`src/rtl/seg_anim_player.sv`:
```
// seg_anim_player: multi-digit 7-segment animation player.
// Steps a frame range (once/loop/ping-pong) and scans it onto the display.
module seg_anim_player #(
  parameter int NUM_DIGITS = 4,
  parameter int FRAME_BITS = 5,
  parameter int TICK_DIV   = 25_000_000,
  parameter int SCAN_DIV   = 50_000,
  parameter int DW = (NUM_DIGITS > 1) ? $clog2(NUM_DIGITS) : 1
) (
  input  logic                  clk,
  input  logic                  rst,
  input  logic                  start,
  input  logic                  stop,
  input  logic                  pause,
  input  logic [1:0]            mode,
  input  logic [FRAME_BITS-1:0] first_frame,
  input  logic [FRAME_BITS-1:0] last_frame,
  input  logic                  wr_en,
  input  logic [FRAME_BITS-1:0] wr_frame,
  input  logic [DW-1:0]         wr_digit,
  input  logic [6:0]            wr_data,
  output logic [6:0]            seg,
  output logic [NUM_DIGITS-1:0] an,
  output logic [FRAME_BITS-1:0] frame,
  output logic                  busy,
  output logic                  done
);

  localparam int NF = 1 << FRAME_BITS;
  localparam int TW = $clog2(TICK_DIV);
  localparam int SW = (SCAN_DIV > 1) ? $clog2(SCAN_DIV) : 1;

  typedef enum logic [1:0] {
    IDLE  = 2'd0,
    RUN   = 2'd1,
    PAUSE = 2'd2,
    DONE  = 2'd3
  } state_e;

  state_e                state_q, state_d;
  logic [FRAME_BITS-1:0] frame_q, frame_d;
  logic [FRAME_BITS-1:0] first_q, first_d;
  logic [FRAME_BITS-1:0] last_q, last_d;
  logic [1:0]            mode_q, mode_d;
  logic                  dn_q, dn_d;
  logic [TW-1:0]         tick_q, tick_d;
  logic [SW-1:0]         scnt_q, scnt_d;
  logic [DW-1:0]         dig_q, dig_d;
  logic [6:0]            seg_q, seg_d;
  logic [NUM_DIGITS-1:0] an_q, an_d;
  logic                  done_q, done_d;
  logic                  term;
  logic                  wr_ok;

  logic [6:0] mem_q [NF][NUM_DIGITS];

  assign wr_ok = ({1'b0, wr_digit} < (DW+1)'(NUM_DIGITS));
  assign term  = (tick_q == TW'(TICK_DIV - 1));

  // Pattern memory: plain synchronous write, never reset.
  always_ff @(posedge clk) begin
    if (wr_en && wr_ok) mem_q[wr_frame][wr_digit] <= wr_data;
  end

  // Playback control: stop > start > frame stepping.
  always_comb begin
    state_d = state_q;
    frame_d = frame_q;
    first_d = first_q;
    last_d  = last_q;
    mode_d  = mode_q;
    dn_d    = dn_q;
    tick_d  = tick_q;
    done_d  = 1'b0;
    if (stop) begin
      state_d = IDLE;
    end else if (start && (first_frame <= last_frame)) begin
      state_d = RUN;
      first_d = first_frame;
      last_d  = last_frame;
      mode_d  = mode;
      frame_d = first_frame;
      tick_d  = '0;
      dn_d    = 1'b0;
    end else if (state_q == RUN || state_q == PAUSE) begin
      state_d = pause ? PAUSE : RUN;
      // A terminal count that coincides with the pause rise still advances.
      if (!pause || (state_q == RUN && term)) begin
        if (!term) begin
          tick_d = tick_q + 1'b1;
        end else begin
          tick_d = '0;
          unique case (1'b1)
            mode_q == 2'b00: begin
              if (frame_q < last_q) begin
                frame_d = frame_q + 1'b1;
              end else begin
                state_d = DONE;
                done_d  = 1'b1;
              end
            end
            mode_q == 2'b10: begin
              if (!dn_q) begin
                if (frame_q < last_q) begin
                  frame_d = frame_q + 1'b1;
                end else begin
                  dn_d = 1'b1;
                  if (frame_q > first_q) frame_d = frame_q - 1'b1;
                end
              end else begin
                if (frame_q > first_q) begin
                  frame_d = frame_q - 1'b1;
                end else begin
                  dn_d = 1'b0;
                  if (frame_q < last_q) frame_d = frame_q + 1'b1;
                end
              end
            end
            default: begin
              frame_d = (frame_q < last_q) ? frame_q + 1'b1 : first_q;
            end
          endcase
        end
      end
    end
  end

  // Digit scan and registered readout; blank and parked in IDLE.
  always_comb begin
    scnt_d = scnt_q;
    dig_d  = dig_q;
    seg_d  = 7'h7F;
    an_d   = '1;
    if (state_q == IDLE) begin
      scnt_d = '0;
      dig_d  = '0;
    end else begin
      seg_d = mem_q[frame_q][dig_q];
      an_d  = ~(NUM_DIGITS'(1) << dig_q);
      if (scnt_q == SW'(SCAN_DIV - 1)) begin
        scnt_d = '0;
        dig_d  = (dig_q == DW'(NUM_DIGITS - 1)) ? '0 : dig_q + 1'b1;
      end else begin
        scnt_d = scnt_q + 1'b1;
      end
    end
  end

  // State registers.
  always_ff @(posedge clk or posedge rst) begin
    if (rst) begin
      state_q <= IDLE;
      frame_q <= '0;
      first_q <= '0;
      last_q  <= '0;
      mode_q  <= '0;
      dn_q    <= 1'b0;
      tick_q  <= '0;
      scnt_q  <= '0;
      dig_q   <= '0;
      seg_q   <= 7'h7F;
      an_q    <= '1;
      done_q  <= 1'b0;
    end else begin
      state_q <= state_d;
      frame_q <= frame_d;
      first_q <= first_d;
      last_q  <= last_d;
      mode_q  <= mode_d;
      dn_q    <= dn_d;
      tick_q  <= tick_d;
      scnt_q  <= scnt_d;
      dig_q   <= dig_d;
      seg_q   <= seg_d;
      an_q    <= an_d;
      done_q  <= done_d;
    end
  end

  assign seg   = seg_q;
  assign an    = an_q;
  assign frame = frame_q;
  assign busy  = (state_q == RUN) || (state_q == PAUSE);
  assign done  = done_q;

endmodule

```
`config.mk`:
```
export PLATFORM = sky130hd
export DESIGN_NAME = seg_anim_player
export DESIGN_NICKNAME = d
export VERILOG_FILES = /design/src/rtl/seg_anim_player.sv
export SDC_FILE = /design/constraint.sdc
export NUM_CORES = 1
export LEC_CHECK = 0
export BUFFER_PORTS_ARGS = -buffer_cell sky130_fd_sc_hd__buf_2
export CAP_MARGIN = 20
export CORE_MARGIN = 2
export CORE_UTILIZATION = 45
export DETAILED_ROUTE_END_ITERATION = 8
export PLACE_DENSITY_LB_ADDON = 0.25
export SETUP_SLACK_MARGIN = 0.5
export SKIP_CTS_REPAIR_TIMING = 1
export SYNTH_ARGS = -nofsm -noshare
export SYNTH_HDL_FRONTEND = slang
export SYNTH_SLANG_ARGS = --single-unit
export TNS_END_PERCENT = 5
```
`constraint.sdc`:
```
create_clock -name clk -period 3 [get_ports clk]
set_clock_uncertainty 0.05 [all_clocks]
set_input_delay 0.3 -clock clk [delete_from_list [all_inputs] [get_ports clk]]
set_output_delay 0.3 -clock clk [all_outputs]
set_load 0.02 [all_outputs]
```
Word level (Yosys, flattened, before mapping)
Memories as Yosys holds them, arrays and structs flattened.
Index checks and enable logic that the tools add are counted.
{"block": "word_totals", "word_cells": 105, "mem_bits_rw": 896, "latchBits": 0, "inputBits": 32, "mem_count": 1, "reg_bits": 75, "romBits": 0, "output_inout_bits": 18}
{"memory": "mem_q", "depth": 32, "word_bits": 28, "rd": 1, "rd_ports_with_merged_regs": 0, "wr": 1, "line": "55", "rtl": "logic [6:0] mem_q [NF][NUM_DIGITS];"}
{"block": "classes", "order_cmp": 6, "div_mod_pow": 0, "eq_ne": 7, "add_sub_neg": 5, "n_mul": 0, "shift": 1, "mux": 51, "n_bitwise": 4, "n_reduce_logical": 18}
{"op": "$mux 25", "count": 4}
{"op": "$mux 5", "count": 10}
{"op": "$mux 16", "count": 2}
{"op": "$mux 28", "count": 1}
{"op": "$mux 7", "count": 4}
{"op": "$add 25x1->25 const B", "count": 1}
{"op": "$eq 25x25->1 const B", "count": 1}
{"op": "$mux 2", "count": 11}
{"op": "$add 16x1->16 const B", "count": 1}
{"op": "$eq 16x16->1 const B", "count": 1}
{"op": "$mux 1", "count": 15}
{"op": "$bmux 7 s2", "count": 1}
{"op": "$demux 7 s2", "count": 1}
{"op": "$pmux 5 s2", "count": 1}
{"op": "$reduce_and 5->1", "count": 2}
{"op": "$reduce_bool 2->1", "count": 5}
{"op": "$eq 2x2->1 const B", "count": 3}
{"op": "$ge 3x3->1 const B", "count": 2}
{"op": "$not 2->3", "count": 2}
{"op": "$add 5x1->5 const B", "count": 1}
{"op": "$gt 5x5->1", "count": 1}
{"op": "$le 5x5->1", "count": 1}
{"op": "$lt 5x5->1", "count": 1}
{"op": "$ne 5x4->1 const B", "count": 1}
{"op": "15 further kinds", "count": 19}

Depth between registers and ports, before layout
{"block": "depth", "depth_word": 9, "depth_mapped": 14, "ltp_nobuf": 9}

Least setup slack after synthesis
Ideal clock, no wire load.
{"block": "synth_timing", "path_type": "register -> register", "start": "register frame_q[0] (netlist: frame[0])", "end": "register frame_q[2] (netlist: frame[2])", "path_slack_ps": -397, "arrival_ps": 3222, "path_stages_with_launch": 14, "n_path_buf": 5, "required_time_ps": 2825, "path_cell_list": "dfrtp_1 > buf_2 > buf_6 > buf_4 > buf_4 > buf_2 > inv_1 > ha_1 > inv_1 > or2_2 > o21ai_0 > a41o_1 > a21oi_1 > mux2_2"}
{"block": "synth_via", "elab_chain_len": 9, "elab_cells_between_ends": 17, "classes_between": "2 x add/sub; 2 x order compare; 1 x eq/ne; 11 x mux; 1 x reduce/logical"}
{"item": "from (decl)", "line": "41", "rtl": "logic [FRAME_BITS-1:0] frame_q, frame_d;"}
{"item": "from (signal assigned)", "line": "166", "rtl": "frame_q <= frame_d;"}
{"item": "$sub 5x1->5 (tied with other cells)", "line": "108, 112"}
{"item": "$mux 5 (on tied branches)", "line": "108, 95, 115"}
{"item": "$mux 5 (on tied branches)", "line": "104, 111"}
{"item": "$mux 5", "line": "103", "rtl": "if (!dn_q) begin"}
{"item": "$pmux 5 s2", "line": "93", "rtl": "unique case (1'b1)"}
{"item": "$mux 5", "line": "89", "rtl": "if (!term) begin"}
{"item": "$mux 5", "line": "88", "rtl": "if (!pause || (state_q == RUN && term)) begin"}
{"item": "$mux 5", "line": "85", "rtl": "end else if (state_q == RUN || state_q == PAUSE) begin"}
{"item": "$mux 5", "line": "77", "rtl": "end else if (start && (first_frame <= last_frame)) begin"}
Parallel ways exist; a longest one is shown, timed or not. The select of a mux whose other input is x is not followed.
A chain may end at the register's enable or synchronous reset.

Final worst setup path
{"block": "layout_timing", "start": "register frame_q[0] (netlist: frame[0])", "end": "register seg_q[2] (netlist: seg[2])"}
{"block": "layout_via", "elab_chain_len": 5}
{"item": "$mem_v2 32x28"}
{"item": "$bmux 7 s2", "line": "138", "rtl": "seg_d = mem_q[frame_q][dig_q];"}
{"item": "$mux 7 (implied by the code) (2 in series)", "line": "138"}
{"item": "$mux 7", "line": "134", "rtl": "if (state_q == IDLE) begin"}
{"item": "net seg_d[2]", "line": "49", "rtl": "logic [6:0] seg_q, seg_d;"}
{"item": "to (signal assigned)", "line": "174", "rtl": "seg_q <= seg_d;"}
{"item": "to (decl)", "line": "49"}
The timed path passes the listed nets, and every way through them passes these cells. The select of a mux whose other input is x is not followed.

==> reports/qor.txt <==
outcome: finished with violations
violations in the final reports: hold timing
amount of wire on met3 after detailed routing: 5190 microns
EDFF count, synth: 896
type of the most critical hold path: primary input to flop
Worst Path Arrival: 3.29 ns
vias in the first global route: 20600
MaxCap Viol Count: 0
leftover overflow at the end of global routing: 0
Critical Path End Type: flop
slowest stage cell on the critical path: dfrtp_4
count of different cell masters after synthesis: 69
max-slew headroom at the worst pin: 29.5%
minimum clock period: 2.81 ns
share of flip-flops with an asynchronous set or reset after synthesis: 7.72%
overall routing resource usage: 20.8%
layout-stage area growth over the synthesis result: 16.6%
leading cell types in the layout, fill and taps excluded: edfxtp_1, mux4_2, nor2_1
Vias: 20300
Root Buffer Master: clkbuf_16
wl on met1: 39500 microns
clock insertion delay at the later pin of the skew report: 0.65 ns
number of antenna violations at the first check in global routing: 0
flip-flop and latch count after synthesis: 971
residual antenna-violating net count after detailed routing: 0
most frequently used flop master after synthesis: edfxtp_1
Peak supply drop: 0.464 mV
count of synthesis-stage warnings from yosys: 0
CP Cell Sequence: buf_12 > buf_12 > buf_4 > mux4_2 > mux4_2 > nor3b_1 > a221oi_1 > a22oi_1
type of the worst setup path: flop to flop
post-synthesis cell type with the largest combined area: edfxtp_1
largest net degree at the start of global routing: 82
worst hold margin: -0.0420 ns
critical path required time: 3.48 ns
Least-Margin Pin Slew: 1.05 ns
setup repair after global routing missed its margin: true
# rows: 107
final number of setup-violating endpoints: 0
pwr dens: 841 nW/um^2
IO buf count: 49
type of origin of the critical path: flop
leading cell types by total area after synthesis: edfxtp_1, mux4_2, dfrtp_1
final cell utilization of the core: 53.2%
count of clock tree sinks: 971
maximum level of the CTS H-tree: 3
routed wire length: 92300 microns
vertical extent of the die: 298 microns
Max Slew Vio Count: 0
most frequent standard cell in the layout excluding fill and tap cells: edfxtp_1
portion of the clock cycle consumed by the worst path in the final layout: 93.8%
total of fill cells in the finished design: 6673
Clock Pin Slew Worst Setup and Hold Paths: 0.06 ns
total count of hold-check failures in the final report: 1
met2 layer wire length in the routed design: 45400 microns
Bufs and invs on worst path: 3
Die Width: 298 microns
CTS tree: built
Yosys top cell area share: 69.0%
floorplan die area: 89100 sq um
Worst Path Max Fanout: 8
starting density of the core: 45.6%
routability congestion estimate: 0.840
first-pass GRT wire length: 137000 microns
Post-Syn Instances: 1985
Floorplan Core Area: 85500 sq um
register area share after synthesis: 73.8%
violation count after the first detailed-route iteration: 2175
drt wl/cell: 26.6 microns
reported leakage power: 14.9 nW
net count after synthesis: 2041
I/O Pins: 50
average instance area after synthesis: 19.7 sq um
maximum clock path buffer count: 3
cell area after synthesis: 39000 sq um
number of nets in the finished design: 2292
cell family with most CP delay: multiplexers
highest clock frequency the design can meet: 355 MHz
half-perimeter wire length after detailed placement: 60000 microns
post-route DRC violation count: 0
Detailed Routing Iterations Pass 1: 7
routed vias/inst: 5.85
DR top layer: met4
highest cell delay on the worst timing path: 0.53 ns
layout cell share with drive strength beyond 1: 30.0%
accumulated negative setup slack: 0 ns
Inserted Clock Buffers: 100
## path summary, 6_finish.rpt
kind / start / cells after the start / endpoint / slack [ns]
worst max-delay path: frame[0]$_DFFE_PP0P_ / 8 / seg[2]$_DFF_PP1_ / 0.19
worst min-delay path: first_frame[0] / 3 / first_q[0]$_DFFE_PP0P_ / -0.04
worst max register to register: frame[0]$_DFFE_PP0P_ / 8 / seg[2]$_DFF_PP1_ / 0.19
worst min register to register: scnt_q[0]$_DFF_PP0_ / 1 / scnt_q[0]$_DFF_PP0_ / 0.41
max in group asynchronous: rst / 4 / frame[1]$_DFFE_PP0P_ / 1.94
min in group asynchronous: rst / 3 / scnt_q[0]$_DFF_PP0_ / 0.23
## metrics by stage
| step | instances | hold WS [ns] | area (sq um) | power [mW] | setup slack (ns) |
|---|---|---|---|---|---|
| after floorplan | 1985 | 0.349 | 39100 | 22.5 | 0.375 |
| after global placement | 3240 | 0.366 | 41800 | 26.0 | -0.765 |
| after detailed placement | 3241 | 0.371 | 41800 | 26.1 | -0.0642 |
| after CTS | 3426 | -0.327 | 45000 | 38.0 | -0.0782 |
| after global routing | 3463 | 0.00933 | 45500 | 39.6 | 0.130 |
| final | 3465 | -0.0420 | 45500 | 38.2 | 0.187 |
## cells by family after synthesis
kind of cell    count (synthesis)  synth area share (%)
flops                         971                  73.8
simple gates                  380                  4.47
mux                           301                  16.1
compound gates                144                  2.53
buf+inv                       135                  1.59
xor+xnor                       30                 0.674
fa+ha+maj                      24                 0.770
## layer usage
layer	vias up	track usage [%]
li1	8625	-
met1	10900	29.8
met2	671	33.8
met3	129	3.14
met4	0	5.22
met5	-	0
## synthesized netlist by cell type (5+ instances only)
master     instances
inv_1             31
mux2i_1           26
nor4_1            14
a22oi_1           12
xor2_1             6
nand2_1           62
dfrtp_1           64
o22ai_1           16
dfstp_2           11
ha_1              24
nand3b_1           5
buf_2             17
nand4_1           10
buf_4             17
a2111oi_0          6
nand2b_1          14
or3_1              6
mux4_2           261
a31oi_1           12
a221oi_1           9
a21oi_1           17
o21ai_0           30
nor2b_1            8
and3_1             9
buf_1             13
edfxtp_1         896
clkbuf_1          53
nor2_1           192
nand3_1           23
a211oi_1           7
mux2_2            14
xnor2_1           24
nor3_1            12
and2_1             5
## final cells by class
class / count / area (sq um) / share of cell area, %
multi-input cells: 879 / 9720 / 21.4
inverters: 31 / 125 / 0.275
repair buffers: 253 / 2240 / 4.93
clock buffers: 131 / 2730 / 6.01
flip-flops and latches: 971 / 28800 / 63.3
diodes: 2 / 5.00 / 0.0110
clock inverters: 54 / 420 / 0.924
well taps: 1144 / 1430 / 3.15
## worst reg2reg max path: stages, from the launching register on
cell,delay (ns)
dfrtp_4,0.53
buf_12,0.17
buf_12,0.14
buf_4,0.14
mux4_2,0.47
mux4_2,0.51
nor3b_1,0.22
a221oi_1,0.31
a22oi_1,0.15
## state kept, by name, summed over array words and instances (netlist names)
register  count
dig_q         2
tick_q       25
mem_q       896
scnt_q       16
an            4
state_q       2
done          1
last_q        5
mode_q        2
dn_q          1
first_q       5
frame         5
seg           7
## where the power goes
part | internal (mW) | total [mW] | switching, mW
sequential | 15.0 | 15.3 | 0.291
clock | 6.84 | 11.9 | 5.06
combinational | 5.45 | 11.0 | 5.57
total | 27.3 | 38.2 | 10.9
(Power assumes the default switching activity.)
